`config.mk`:
```
export PLATFORM = sky130hd
export DESIGN_NAME = regfile_dump
export DESIGN_NICKNAME = d
export VERILOG_FILES = /design/src/rtl/regfile_dump.sv
export SDC_FILE = /design/constraint.sdc
export NUM_CORES = 1
export LEC_CHECK = 0
export ABC_CLOCK_PERIOD_IN_PS = 3200
export BUFFER_PORTS_ARGS = -buffer_cell sky130_fd_sc_hd__buf_4
export CORE_ASPECT_RATIO = 0.7
export CORE_MARGIN = 3
export CORE_UTILIZATION = 50
export DETAILED_ROUTE_END_ITERATION = 8
export GPL_TIMING_DRIVEN = 1
export PLACE_DENSITY = 0.77
export SKIP_CTS_REPAIR_TIMING = 1
export SYNTH_ARGS = -nofsm -noshare
export SYNTH_HDL_FRONTEND = slang
export SYNTH_SLANG_ARGS = --single-unit
```
`constraint.sdc`:
```
create_clock -name clk -period 3.2 [get_ports clk]
set_input_delay 0.64 -clock clk [delete_from_list [all_inputs] [get_ports clk]]
set_output_delay 0.64 -clock clk [all_outputs]
set_load 0.02 [all_outputs]
```
`src/rtl/regfile_dump.sv`:
```
// Debug read-out engine: walks a wrapping register-file address range through a
// dedicated read port and streams each 32-bit value as bytes over valid/ready.
module regfile_dump #(
  parameter int HDR_EN = 1
) (
  input  logic        clk,
  input  logic        rst,
  input  logic        start,
  input  logic        abort,
  input  logic [4:0]  first_addr,
  input  logic [4:0]  last_addr,
  output logic        rd_en,
  output logic [4:0]  rd_addr,
  input  logic [31:0] rd_data,
  output logic [7:0]  tx_data,
  output logic        tx_valid,
  input  logic        tx_ready,
  output logic        busy,
  output logic        done
);

  localparam logic [2:0] S_IDLE = 3'd0;
  localparam logic [2:0] S_LOAD = 3'd1;
  localparam logic [2:0] S_HDR  = 3'd2;
  localparam logic [2:0] S_B3   = 3'd3;
  localparam logic [2:0] S_B2   = 3'd4;
  localparam logic [2:0] S_B1   = 3'd5;
  localparam logic [2:0] S_B0   = 3'd6;
  localparam logic [2:0] S_DONE = 3'd7;

  logic [2:0]  state_q, state_d;
  logic [4:0]  addr_q, addr_d;
  logic [4:0]  last_q, last_d;
  logic [31:0] shadow_q, shadow_d;
  logic        abort_q, abort_d;
  logic        accept;
  logic        abort_seen;

  function automatic logic [7:0] tx_byte(input logic [2:0] st, input logic [4:0] a,
                                         input logic [31:0] v);
    case (st)
      S_HDR:   return {3'b000, a};
      S_B3:    return v[31:24];
      S_B2:    return v[23:16];
      S_B1:    return v[15:8];
      S_B0:    return v[7:0];
      default: return 8'h00;
    endcase
  endfunction

  assign busy     = (state_q != S_IDLE);
  assign done     = (state_q == S_DONE);
  assign rd_en    = (state_q == S_LOAD);
  assign rd_addr  = addr_q;
  assign tx_valid = (state_q >= S_HDR) && (state_q <= S_B0);
  assign tx_data  = tx_byte(state_q, addr_q, shadow_q);

  assign accept     = tx_valid && tx_ready;
  assign abort_seen = abort_q || abort;

  always_comb begin
    state_d  = state_q;
    addr_d   = addr_q;
    last_d   = last_q;
    shadow_d = shadow_q;
    abort_d  = abort_q;
    case (state_q)
      S_IDLE: begin
        abort_d = 1'b0;
        if (start) begin
          state_d = S_LOAD;
          addr_d  = first_addr;
          last_d  = last_addr;
        end
      end
      S_LOAD: begin
        // Snapshot is taken here; later writes only affect later registers.
        shadow_d = rd_data;
        if (abort_seen)      state_d = S_IDLE;
        else if (HDR_EN != 0) state_d = S_HDR;
        else                 state_d = S_B3;
      end
      S_HDR, S_B3, S_B2, S_B1: begin
        if (accept) state_d = abort_seen ? S_IDLE : 3'(state_q + 3'd1);
      end
      S_B0: begin
        if (accept) begin
          if (abort_seen) begin
            state_d = S_IDLE;
          end else if (addr_q == last_q) begin
            state_d = S_DONE;
          end else begin
            state_d = S_LOAD;
            addr_d  = 5'(addr_q + 5'd1);
          end
        end
      end
      S_DONE:  state_d = S_IDLE;
      default: state_d = S_IDLE;
    endcase
    if (busy && abort) abort_d = 1'b1;
  end

  always_ff @(posedge clk) begin
    if (!rst) begin
      state_q <= S_IDLE;
      addr_q  <= 5'd0;
      abort_q <= 1'b0;
    end else begin
      state_q <= state_d;
      addr_q  <= addr_d;
      abort_q <= abort_d;
    end
  end

  // Datapath registers carry no reset; they are only observed when state says so.
  always_ff @(posedge clk) begin
    shadow_q <= shadow_d;
    last_q   <= last_d;
  end

endmodule

```
# == Word level (Yosys, flattened, before mapping) ==
# Index checks and enable logic that the tools add are counted.
# Widths: inputs -> output; s select.
# totals
register_bits,46
inputBits,47
out_inout_bits,17
wordCells,50
# op_classes
add_sub_neg,2
order_cmp,2
eq_ne,13
muxes,16
reduce_logical,12
# op_table
cell,n
$pmux 8 s5,1
$mux 5,4
$mux 3,6
$pmux 3 s5,1
$eq 3x3->1 const B,4
$ne 2x2->1 const B,5
$pmux 5 s2,1
$eq 3x2->1 const B,2
$add 5x1->5 const B,1
$eq 5x5->1,1
$reduce_and 5->1,1
$reduce_bool 2->1,2
$reduce_or 4->1,1
$add 3x1->3 const B,1
$eq 3x1->1 const B,1
$ge 3x2->1 const B,1
$le 3x3->1 const B,1
$logic_and 1x1->1,3
$logic_not 3->1,1
$reduce_and 3->1,1
$reduce_bool 3->1,1
$mux 1,2
$mux 2,1
$reduce_and 2->1,1
$logic_or 1x1->1,1

# == Logic depth before layout (Yosys ltp) ==
# Gate-level depths: netlist of run 1.
# depth
depth_word,5
depth_mapped,7
ltp_nobuf,7

# == Worst setup path before layout of run 1 ==
# Ideal clock, no wire load.
# synth_timing
path_kind,reg-to-output
from,register state_q[0]
to,output port rd_en
t_arrival_ns,2.390
t_required_ns,2.560
path_slack_ns,0.170
stages_incl_launch_ff,3
n_path_buf,0
path_cell_list,dfxtp_1 ha_1 nor2b_1
# synth_between
elab_chain_cells,1
# synth_rtl
item,line_no,text
"start, declared",31,"logic [2:0] state_q, state_d;"
"start signal, assigned",110,state_q <= state_d;
$eq 3x1->1,53,assign rd_en = (state_q == S_LOAD);
"end, declared",12,"output logic rd_en,"
# Every way passes these cells.

# == Worst setup path in the final report of run 1 ==
# layout_timing
from,register state_q[2]
to,output port tx_data[4]
# layout_between
elab_chain_cells,2
word_cells_on_any_way,6
cone_classes,eq/ne: 5; mux: 1
# layout_rtl
item,line_no,text
$eq 3x3->1 / $eq 3x2->1 (equally long branches),41,case (st)
$pmux 8 s5 *,41,
"end, declared",15,"output logic [7:0] tx_data,"
# Mark *: on every way between the ends. The rest lies on a longest branch, timed or not.

==> metrics.md, run 1 <==
| Metric | Value |
|---|---|
| Status | `complete, no violations` |
| Int Pwr | `0.001029 W` |
| # rows | `18` |
| Htree depth | `2` |
| Final setup fails | `0` |
| Comb pwr share | `0.126` |
| Clk_lat worst skew | `0.30 ns` |
| Async set-reset flop share out of synthesis | `0` |
| IO Port Bufs | `63` |
| Metal3 WL | `526 um` |
| Pre-antenna DRT Iters | `4` |
| Synth top area cells | `edfxtp_1, dfxtp_1, a22oi_1` |
| Placed cell count | `274` |
| Floorplan Core Area | `3716 um2` |
| Fin cells | `282` |
| CP endpoint kind | `primary output` |
| Met1 Wirelength | `1898 um` |
| Leak | `1.112 nW` |
| Largest net degree at the start of global routing | `35` |
| Tcrit/Tclk final | `0.8556` |
| First-pass GRT wire length | `7541 um` |
| Grt total ovfl | `0` |
| Clock power share | `0.319` |
| Initial DRC Count | `186` |
| Initial Util | `0.5515` |
| Die span in y | `59.57 um` |
| EDFF count, synth | `37` |
| Post-DP HPWL | `3649 um` |
| Post-route ant nets | `0` |
| Die area | `4915 um2` |
| Worst path most repeated cell | `buf_4` |
| Top Ports | `64` |
| CTS tree | `yes` |
| Setup CP Type | `reg2out` |
| Max-cap violations | `0` |
| Startpoint Class | `flip-flop` |
| # diodes | `0` |
| Drt total wl | `4820 um` |
| Seq. cell area | `1291 um2` |
| Most numerous cell in the Yosys netlist | `edfxtp_1` |
| WP data arrival | `2.10 ns` |
| Share of the synthesized area in the top cell type | `0.5421` |
| Seq pwr share | `0.555` |
| Area grow syn2layout | `31.14%` |
| Post-Syn Instances | `166` |
| Hold Violations, Final | `0` |
| Fraction of layout instances using a drive strength above 1 | `0.3319` |
| Most used DFF post-synth | `edfxtp_1` |
| CP startpoint | `state_q[2]$_SDFFE_PN0P_` |
| End of the worst register-to-register path | `rd_addr[2]$_SDFFE_PN0P_` |
| Worst EP required | `2.56 ns` |
| Worst Setup EP | `tx_data[4]` |
| Final estimated routing congestion in global placement | `0.8186` |
| Fillers | `257` |
| Final Skew | `0.01170 ns` |
| Setup ws final | `0.4621 ns` |
| Worst hold margin | `0.5061 ns` |
| Clk slew on worst S/H paths | `0.09 ns` |
| Yosys warning count | `0` |
| Routed len/inst | `17.09 um` |
| Root Driver | `clkbuf_8` |
| Actual slew at the worst max-slew pin | `0.4803 ns` |
| Die Width | `82.52 um` |
| Initial antenna violation count | `0` |
| Post-layout nets | `287` |
| Psw | `0.0003139 W` |
| Rel. slew slack | `0.6791` |
| Largest fanout on the critical path | `11` |
| Tightest Hold Check Type | `in2reg` |
| Worst reg2reg setup slack | `0.91 ns` |
| Setup total negative slack | `0 ns` |
| Syn_nets | `222` |
| Sw Ratio | `0.2338` |
| Launch point of the worst reg-to-reg path | `state_q[2]$_SDFFE_PN0P_` |
| Seq/Total Area, Yosys | `0.6300` |
| CP peak stage delay | `0.49 ns` |
| Pre-CTS setup slack | `0.7842 ns` |
| Mapped Avg Cell Area | `12.35 um2` |
| Vias | `1585` |
| Area of the multi-input gates | `718.2 um2` |
| CP max stage cell | `dfxtp_1` |
| Cells on worst reg2reg path | `7` |
| Clock sinks | `46` |
| Syn Std Cell Area | `2049 um2` |
| Total Routing Usage GR | `0.2101` |
| Unrepaired setup endpoints after global routing | `no` |
| DRC violation count after routing | `0` |
| Vias in the first global route | `1569` |
| FMAX | `365.2 MHz` |
| TritonCTS Buffers | `5` |
| Synth unique cells | `35` |
| Critical path cell sequence | `ha_1 -> nor2b_1 -> buf_4 -> a22oi_1 -> nand3_1 -> buf_4` |
| Pins over their slew limit | `0` |
| Synth top cells by count | `edfxtp_1, nand2_1, a22oi_1` |
| Min Tclk post-route | `2.738 ns` |
| P per Cell Area | `499.6 nW/um2` |
| Final core occ | `0.7232` |
| #FFs+latches synth | `46` |
| Met2 routed WL | `2315 um` |
| Yosys top cell by area | `edfxtp_1` |
| Vias per cell | `5.621` |
| Clk buf depth | `2` |
| Peak supply drop | `0.0003360 V` |
| Top Metal Used | `met4` |
==> power groups by stage <==
stage	sequential (W)	clock, W	combinational (W)
4_1_cts	0.000745	0.000438	0.000170
3_5_place_dp	0.000758	0	0.000170
6_report	0.000745	0.000428	0.000169
2_1_floorplan	0.000755	0	0.0000802
5_1_grt	0.000750	0.000466	0.000185
3_3_place_gp	0.000754	0	0.000162
==> critical path, delay by kind of cell, from the launching register on <==
kind                       cells  cell delay [ns]
adders and majority gates      1             0.30
AOI/OAI and AO/OA              1             0.09
buffers and inverters          2             0.41
DFF                            1             0.49
and+or+nand+nor                2             0.52
==> how the worst min path moves through the flow <==
stage | start | end | slack [ns] | cells after the start
after floorplan | state_q[1]$_SDFFE_PN0P_ | state_q[1]$_SDFFE_PN0P_ | 0.50 | 2
after global placement | state_q[1]$_SDFFE_PN0P_ | state_q[1]$_SDFFE_PN0P_ | 0.53 | 2
after detailed placement | state_q[1]$_SDFFE_PN0P_ | state_q[1]$_SDFFE_PN0P_ | 0.54 | 2
after CTS | rd_data[15] | shadow_q[15]$_DFFE_PP_ | 0.50 | 1
after global routing | rd_data[7] | shadow_q[7]$_DFFE_PP_ | 0.49 | 1
final | rd_data[15] | shadow_q[15]$_DFFE_PP_ | 0.51 | 1
==> per-layer routing <==
metal  up-vias  track usage
met3        12      0.06079
li1        746            -
met4         0      0.07226
met2        91       0.3299
met1       736       0.2810
met5         -            0
==> cell usage in the layout, fill, tap and decap left out, types with 3 or more instances in the layout <==
| master | count |
|---|---|
| nand3_1 | 7 |
| clkbuf_8 | 5 |
| dfxtp_1 | 9 |
| xnor2_1 | 5 |
| o22ai_1 | 5 |
| edfxtp_1 | 37 |
| nand2_1 | 24 |
| nor2b_1 | 4 |
| nor2_1 | 4 |
| ha_1 | 9 |
| o31ai_1 | 3 |
| inv_1 | 4 |
| nand2b_1 | 4 |
| a22oi_1 | 16 |
| a21oi_1 | 5 |
| buf_4 | 65 |
==> sequential cells by signal, indices dropped and copies added, names as in the netlist <==
signal and count:
state_q 3, rd_addr 5, shadow_q 32, abort_q 1
last_q 5
==> stage by stage <==
| stage | total power, W | cell area (um2) |
|---|---|---|
| floorplan | 0.0008357 | 2049 |
| global placement | 0.0009166 | 2575 |
| detailed placement | 0.0009275 | 2575 |
| CTS | 0.001353 | 2688 |
| global route | 0.001400 | 2688 |
| finish | 0.001343 | 2688 |
==> cell families after synthesis <==
logic type               after synthesis  synth area share
AND/OR/NAND/NOR                       54            0.1306
flip-flops                            46            0.6300
AO/OA/AOI/OAI                         40            0.1374
buffers and inverters                 11           0.02075
adder cells (fa/ha/maj)                9           0.05495
XOR/XNOR                               5           0.02137
multiplexers                           1          0.004884
==> layout make-up <==
class	count	share of cell area
sequential	46	0.4804
multi-input combinational	109	0.2672
timing repair buffer	65	0.1816
clock buffer	5	0.02561
tap	50	0.02328
clock inverter	3	0.01629
inverter	4	0.005587
No activity file was read; power rests on OpenSTA's default activity.
==> inputs of run 2 (changes only) <==
--- a/config.mk
+++ b/config.mk
@@ -8,7 +8,6 @@
 export ABC_CLOCK_PERIOD_IN_PS = 3200
 export BUFFER_PORTS_ARGS = -buffer_cell sky130_fd_sc_hd__buf_4
 export CORE_ASPECT_RATIO = 0.7
-export CORE_MARGIN = 3
 export CORE_UTILIZATION = 50
 export DETAILED_ROUTE_END_ITERATION = 8
 export GPL_TIMING_DRIVEN = 1
==> metrics.md, run 2 (synthesis results as in run 1) <==
| Metric | Value |
|---|---|
| Root Driver | `clkbuf_8 (unchanged)` |
| Clock power share | `0.283 (was 0.319)` |
| Die span in y | `55.57 um (was 59.57 um)` |
| Max-cap violations | `0 (unchanged)` |
| Largest net degree at the start of global routing | `35 (unchanged)` |
| Fraction of layout instances using a drive strength above 1 | `0.3319 (unchanged)` |
| Worst reg2reg setup slack | `0.96 ns (was 0.91 ns)` |
| CP endpoint kind | `primary output (unchanged)` |
| Tcrit/Tclk final | `0.8009 (was 0.8556)` |
| Routed len/inst | `16.45 um (was 17.09 um)` |
| Actual slew at the worst max-slew pin | `0.4366 ns (was 0.4803 ns)` |
| Startpoint Class | `flip-flop (unchanged)` |
| Rel. slew slack | `0.7081 (was 0.6791)` |
| Sw Ratio | `0.2549 (was 0.2338)` |
| Initial Util | `0.5225 (was 0.5515)` |
| Seq pwr share | `0.585 (was 0.555)` |
| Setup CP Type | `reg2out (unchanged)` |
| Pins over their slew limit | `0 (unchanged)` |
| FMAX | `390.2 MHz (was 365.2 MHz)` |
| Tightest Hold Check Type | `in2reg (unchanged)` |
| Peak supply drop | `0.0002479 V (was 0.0003360 V)` |
| Pre-antenna DRT Iters | `4 (unchanged)` |
| Launch point of the worst reg-to-reg path | `state_q[2]$_SDFFE_PN0P_ (unchanged)` |
| Most frequent cells in the layout | `buf_4, edfxtp_1, nand2_1 (unchanged)` |
| Metal3 WL | `227 um (was 526 um)` |
| First-pass GRT wire length | `7431 um (was 7541 um)` |
| Die area | `4363 um2 (was 4915 um2)` |
| Initial antenna violation count | `0 (unchanged)` |
| Cells on worst reg2reg path | `7 (unchanged)` |
| Biggest register | `shadow_q (unchanged)` |
| TritonCTS Buffers | `5 (unchanged)` |
| Setup ws final | `0.6372 ns (was 0.4621 ns)` |
| Leak | `1.098 nW (was 1.112 nW)` |
| Largest fanout on the critical path | `10 (was 11)` |
| Final Skew | `0.006449 ns (was 0.01170 ns)` |
| Int Pwr | `0.0009484 W (was 0.001029 W)` |
| Clk_lat worst skew | `0.31 ns (was 0.30 ns)` |
| Clk buf depth | `2 (unchanged)` |
| Pre-CTS setup slack | `0.9805 ns (was 0.7842 ns)` |
| Die Width | `78.52 um (was 82.52 um)` |
| CTS tree | `yes (unchanged)` |
| Min Tclk post-route | `2.563 ns (was 2.738 ns)` |
| Top Metal Used | `met4 (unchanged)` |
| Hold path startpoint | `last_addr[2] (was rd_data[15])` |
| Floorplan Core Area | `3923 um2 (was 3716 um2)` |
| DRC violation count after routing | `0 (unchanged)` |
| Met2 routed WL | `2321 um (was 2315 um)` |
| Htree depth | `2 (unchanged)` |
| Setup total negative slack | `0 ns (unchanged)` |
| Psw | `0.0003244 W (was 0.0003139 W)` |
| Vias in the first global route | `1533 (was 1569)` |
| Hold depth | `1 (unchanged)` |
| Final core occ | `0.6801 (was 0.7232)` |
| Clk slew on worst S/H paths | `0.09 ns (about the same)` |
| # diodes | `0 (unchanged)` |
| Max FFs per register | `32 (unchanged)` |
| Grt total ovfl | `0 (unchanged)` |
| Vias per cell | `5.458 (was 5.621)` |
| Total Routing Usage GR | `0.2303 (was 0.2101)` |
| Commonest non-fill, non-tap cell in the layout | `buf_4 (unchanged)` |
| Top Ports | `64 (unchanged)` |
| Fillers | `299 (was 257)` |
| Final setup fails | `0 (unchanged)` |
| Met1 Wirelength | `2049 um (was 1898 um)` |
| Post-DP HPWL | `3372 um (was 3649 um)` |
| P per Cell Area | `477.2 nW/um2 (was 499.6 nW/um2)` |
| Vias | `1550 (was 1585)` |
| Final estimated routing congestion in global placement | `0.9378 (was 0.8186)` |
| Post-layout nets | `287 (unchanged)` |
| Status | `complete, no violations (unchanged)` |
| # rows | `19 (was 18)` |
| Clock sinks | `46 (unchanged)` |
| Worst EP required | `2.56 ns (about the same)` |
| Hold Violations, Final | `0 (unchanged)` |
| End of the worst register-to-register path | `state_q[1]$_SDFFE_PN0P_ (was rd_addr[2]$_SDFFE_PN0P_)` |
| Area grow syn2layout | `30.16% (was 31.14%)` |
| Drt total wl | `4672 um (was 4820 um)` |
| Initial DRC Count | `63 (was 186)` |
| Post-route ant nets | `0 (unchanged)` |
| Comb pwr share | `0.132 (was 0.126)` |
| Hold endpoint | `last_q[2]$_DFFE_PP_ (was shadow_q[15]$_DFFE_PP_)` |
| WP data arrival | `1.92 ns (was 2.10 ns)` |
| Unrepaired setup endpoints after global routing | `no (unchanged)` |
| IO Port Bufs | `63 (unchanged)` |
[run 2: cell types whose count changed in the layout (fill, tap and decap cells not counted), sizes merged]
cell,before,now
inv,5,4
clkinv,1,2
clkinvlp,0,1
bufinv,1,0
[run 2: worst max-delay path by stage]
stage | from | to | slack, ns
after global placement | state_q[0]$_SDFFE_PN0P_ | tx_data[0] | 1.08
after detailed placement | state_q[0]$_SDFFE_PN0P_ | tx_data[3] | 0.98
after CTS | state_q[0]$_SDFFE_PN0P_ | tx_data[3] | 0.62
final | state_q[0]$_SDFFE_PN0P_ | tx_data[3] | 0.64
after global routing | state_q[0]$_SDFFE_PN0P_ | tx_data[3] | 0.43
after floorplan | state_q[0]$_SDFFE_PN0P_ | rd_en | 0.17
[run 2: layer usage]
layer	track usage	vias to the layer above
met5	0	-
met4	0.08466	0
met1	0.3043	744
met2	0.3578	51
met3	0.07107	9
li1	-	746
[run 2: power by group through the flow]
stage	Clock (W)	Sequential [W]	Combinational (W)
2_1_floorplan	0	0.000755	0.0000802
3_3_place_gp	0	0.000755	0.000162
3_5_place_dp	0	0.000756	0.000169
4_1_cts	0.000370	0.000744	0.000169
5_1_grt	0.000393	0.000749	0.000183
6_report	0.000360	0.000744	0.000169
[run 2: area by class of cell]
class / instances / area [um2] / area share
Sequential cell: 46 / 1291 / 0.4841
Multi-Input combinational cell: 109 / 718.2 / 0.2692
Timing Repair Buffer: 65 / 488.0 / 0.1829
Clock buffer: 5 / 68.82 / 0.02580
Tap cell: 52 / 65.06 / 0.02439
Clock inverter: 3 / 21.27 / 0.007974
Inverter: 4 / 15.01 / 0.005629
[run 2: through the flow]
step	area, um2	power, W	std cells	hold slack [ns]
after floorplan	2049	0.0008357	166	0.4960
after global placement	2577	0.0009169	276	0.5339
after detailed placement	2577	0.0009250	276	0.5457
after CTS	2668	0.001283	284	0.4899
after global routing	2668	0.001326	284	0.4785
final	2668	0.001273	284	0.5015
[run 2: critical path: stages, from the launching register on]
cell	delay, ns
dfxtp_1	0.51
inv_1	0.11
ha_1	0.23
and2_1	0.27
a22oi_1	0.20
nand3_1	0.12
buf_4	0.17
==> inputs of run 3 (changes only) <==
--- a/config.mk
+++ b/config.mk
@@ -5,13 +5,14 @@
 export SDC_FILE = /design/constraint.sdc
 export NUM_CORES = 1
 export LEC_CHECK = 0
-export ABC_CLOCK_PERIOD_IN_PS = 3200
+export ABC_AREA = 1
+export ABC_CLOCK_PERIOD_IN_PS = 2410
 export BUFFER_PORTS_ARGS = -buffer_cell sky130_fd_sc_hd__buf_4
 export CORE_ASPECT_RATIO = 0.7
-export CORE_UTILIZATION = 50
+export CORE_UTILIZATION = 51
 export DETAILED_ROUTE_END_ITERATION = 8
 export GPL_TIMING_DRIVEN = 1
-export PLACE_DENSITY = 0.77
+export PLACE_DENSITY = 0.78
 export SKIP_CTS_REPAIR_TIMING = 1
 export SYNTH_ARGS = -nofsm -noshare
 export SYNTH_HDL_FRONTEND = slang
==> constraint.sdc (replaced) <==
create_clock -name clk -period 2.41 [get_ports clk]
set_input_delay 0.482 -clock clk [delete_from_list [all_inputs] [get_ports clk]]
set_output_delay 0.482 -clock clk [all_outputs]
set_load 0.02 [all_outputs]
==> metrics.md, run 3 <==
| Metric | Value |
|---|---|
| Status | `complete, no violations (unchanged)` |
| P per Cell Area | `720.0 nW/um2 (was 477.2 nW/um2)` |
| Actual slew at the worst max-slew pin | `0.4866 ns (was 0.4366 ns)` |
| Post-route cell area | `2858 um2 (was 2668 um2)` |
| DRC violation count after routing | `0 (unchanged)` |
| Seq pwr share | `0.513 (was 0.585)` |
| Htree depth | `2 (unchanged)` |
| Root Driver | `clkbuf_8 (unchanged)` |
| Post-DP HPWL | `3591 um (was 3372 um)` |
| Total Routing Usage GR | `0.2292 (was 0.2303)` |
| Grt total ovfl | `0 (unchanged)` |
| Post-DP Area | `2731 um2 (was 2577 um2)` |
| Die Width | `80.52 um (was 78.52 um)` |
| Worst EP required | `1.93 ns (was 2.56 ns)` |
| #FFs+latches synth | `46 (unchanged)` |
| # rows | `19 (unchanged)` |
| Post-Synth Adder-Cell Area | `0.05117 (was 0.05495)` |
| Post-Syn Instances | `215 (was 166)` |
| Post-synthesis mux area share | `0.004548 (was 0.004884)` |
| Syn Std Cell Area | `2201 um2 (was 2049 um2)` |
| Final Skew | `0.003919 ns (was 0.006449 ns)` |
| Largest family of logic cells by synthesized area | `simple AND/OR/NAND/NOR gates (was compound AO/OA/AOI/OAI gates)` |
| TritonCTS Buffers | `5 (unchanged)` |
| Seq/Total Area, Yosys | `0.5867 (was 0.6300)` |
| Placed cell count | `330 (was 276)` |
| Die span in y | `56.96 um (was 55.57 um)` |
| Most numerous cell in the Yosys netlist | `nand2_1 (was edfxtp_1)` |
| Die area | `4586 um2 (was 4363 um2)` |
| Post-route ant nets | `0 (unchanged)` |
| WP data arrival | `1.80 ns (was 1.92 ns)` |
| Biggest register | `shadow_q (unchanged)` |
| CP endpoint kind | `primary output (unchanged)` |
| Leak | `1.279 nW (was 1.098 nW)` |
| Vias in the first global route | `1696 (was 1533)` |
| Commonest non-fill, non-tap cell in the layout | `buf_4 (unchanged)` |
| Psw | `0.0005867 W (was 0.0003244 W)` |
| First-pass GRT wire length | `7645 um (was 7431 um)` |
| Startpoint Class | `flip-flop (unchanged)` |
| Vias | `1752 (was 1550)` |
| Tightest Hold Check Type | `in2reg (unchanged)` |
| Setup CP Type | `reg2out (unchanged)` |
| Clk_lat worst skew | `0.30 ns (was 0.31 ns)` |
| Pins over their slew limit | `0 (unchanged)` |
| Routed len/inst | `14.27 um (was 16.45 um)` |
| Clk buf depth | `2 (unchanged)` |
| Final setup fails | `0 (unchanged)` |
| Most frequent cells in the layout | `buf_4, nand2_1, edfxtp_1 (was buf_4, edfxtp_1, nand2_1)` |
| Yosys top cell by area | `edfxtp_1 (unchanged)` |
| EDFF count, synth | `37 (unchanged)` |
| Hold Violations, Final | `0 (unchanged)` |
| Tcrit/Tclk final | `0.9489` |
| Drt total wl | `4824 um (was 4672 um)` |
| Vias per cell | `5.183 (was 5.458)` |
| Synth Area in Simple Gates | `0.2115 (was 0.1306)` |
| # diodes | `0 (unchanged)` |
| Largest net degree at the start of global routing | `17 (was 35)` |
| Peak supply drop | `0.0004893 V (was 0.0002479 V)` |
| CTS tree | `yes (unchanged)` |
| Unrepaired setup endpoints after global routing | `yes (was no)` |
| Rel. slew slack | `0.6752 (was 0.7081)` |
| Fin cells | `338 (was 284)` |
| Most used DFF post-synth | `edfxtp_1 (unchanged)` |
| Final estimated routing congestion in global placement | `0.8792 (was 0.9378)` |
| Setup total negative slack | `0 ns (unchanged)` |
| Mapped Avg Cell Area | `10.24 um2 (was 12.35 um2)` |
| Clock power share | `0.287 (was 0.283)` |
| Max FFs per register | `32 (unchanged)` |
| Floorplan Core Area | `4018 um2 (was 3923 um2)` |
| Syn_nets | `271 (was 222)` |
| Final core occ | `0.7113 (was 0.6801)` |
| Top Ports | `64 (unchanged)` |
| Clock sinks | `46 (unchanged)` |
| Share of the synthesized area in the top cell type | `0.5048 (was 0.5421)` |
| Min Tclk post-route | `2.287 ns` |
| Synth top area cells | `edfxtp_1, nand2_1, dfxtp_1 (was edfxtp_1, dfxtp_1, a22oi_1)` |
| IO Port Bufs | `63 (unchanged)` |
| Post-Synth XOR/XNOR Area | `0.007959 (was 0.02137)` |
| Initial Util | `0.5478 (was 0.5225)` |
| FMAX | `437.3 MHz` |
| Synth Area in Compound Gates | `0.08243 (was 0.1374)` |
| Int Pwr | `0.001471 W (was 0.0009484 W)` |
| Synth top cells by count | `nand2_1, edfxtp_1, nor2_1 (was edfxtp_1, nand2_1, a22oi_1)` |
| Comb pwr share | `0.200 (was 0.132)` |
| Initial antenna violation count | `0 (unchanged)` |
| Pre-antenna DRT Iters | `4 (unchanged)` |
| Max-cap violations | `0 (unchanged)` |
| Sw Ratio | `0.2851 (was 0.2549)` |
| Clk slew on worst S/H paths | `0.09 ns (about the same)` |
| Synth unique cells | `30 (was 35)` |
| Area grow syn2layout | `29.85% (was 30.16%)` |
| Largest fanout on the critical path | `8 (was 10)` |
| Yosys warning count | `0 (unchanged)` |
| Initial DRC Count | `116 (was 63)` |
| Post-layout nets | `341 (was 287)` |
| Fraction of layout instances using a drive strength above 1 | `0.3601 (was 0.3319)` |
| Async set-reset flop share out of synthesis | `0 (unchanged)` |
==> run 3: changes by cell type after synthesis, moves of 5 or more <==
cell	delta
nand2_1	+40
a22oi_1	-16
nor2_1	+10
inv_1	+8
inv_2	+8
a21oi_1	+5
nor2b_1	-5
o22ai_1	-5
==> run 3: metrics by stage <==
stage	hold WS [ns]	total power [W]	setup WS, ns
after floorplan	0.4915	0.001295	0.2692
after global placement	0.5255	0.001470	0.4122
after detailed placement	0.5327	0.001478	0.3620
after CTS	0.3424	0.002065	0.02223
after global routing	0.3258	0.002154	-0.001209
final	0.3490	0.002058	0.1232
==> run 3: power groups by stage <==
stage	registers (W)	logic, W	clock network, W
2_1_floorplan	0.00107	0.000222	0
3_3_place_gp	0.00107	0.000402	0
3_5_place_dp	0.00107	0.000409	0
4_1_cts	0.00105	0.000411	0.000601
5_1_grt	0.00107	0.000453	0.000636
6_report	0.00106	0.000411	0.000591
==> run 3: worst paths after layout <==
| kind | from | end | slack (ns) | depth (start not counted) |
|---|---|---|---|---|
| max | state_q[0]$_SDFFE_PN0P_ | tx_data[0] | 0.12 | 5 |
| min | rd_data[11] | shadow_q[11]$_DFFE_PP_ | 0.35 | 1 |
| max reg2reg | state_q[1]$_SDFFE_PN0P_ | state_q[0]$_SDFFE_PN0P_ | 0.59 | 8 |
| min reg2reg | state_q[1]$_SDFFE_PN0P_ | state_q[1]$_SDFFE_PN0P_ | 0.56 | 2 |
==> run 3: per-layer routing <==
metal / global-route usage / part of all wire / up-vias
met5: 0 / 0 / -
met2: 0.3620 / 0.46 / 61
met1: 0.3142 / 0.46 / 818
met3: 0.05440 / 0.062 / 9
li1: - / - / 864
met4: 0.07653 / 0.012 / 0
==> run 3: final cells by class <==
type	count	area (um2)
clock buffers	5	68.82
inverters	24	97.59
well taps	52	65.06
flip-flops and latches	46	1294
fillers	282	1160
multi-input cells	143	795.8
clock inverters	3	48.80
repair buffers	65	488.0
==> run 3: worst max-delay path: stages (launching register included) <==
cell      delay, ns
dfxtp_2        0.37
ha_1           0.24
ha_1           0.34
a221oi_2       0.32
nand2_1        0.07
buf_4          0.16
==> run 3: cell families (layout without fill, tap and decap cells) <==
kind of cell    count (synthesis)  count (layout)
xor+xnor                        2               2
flops                          46              46
simple gates                  106             106
mux                             1               1
buf+inv                        26              97
fa+ha+maj                       9               9
compound gates                 25              25
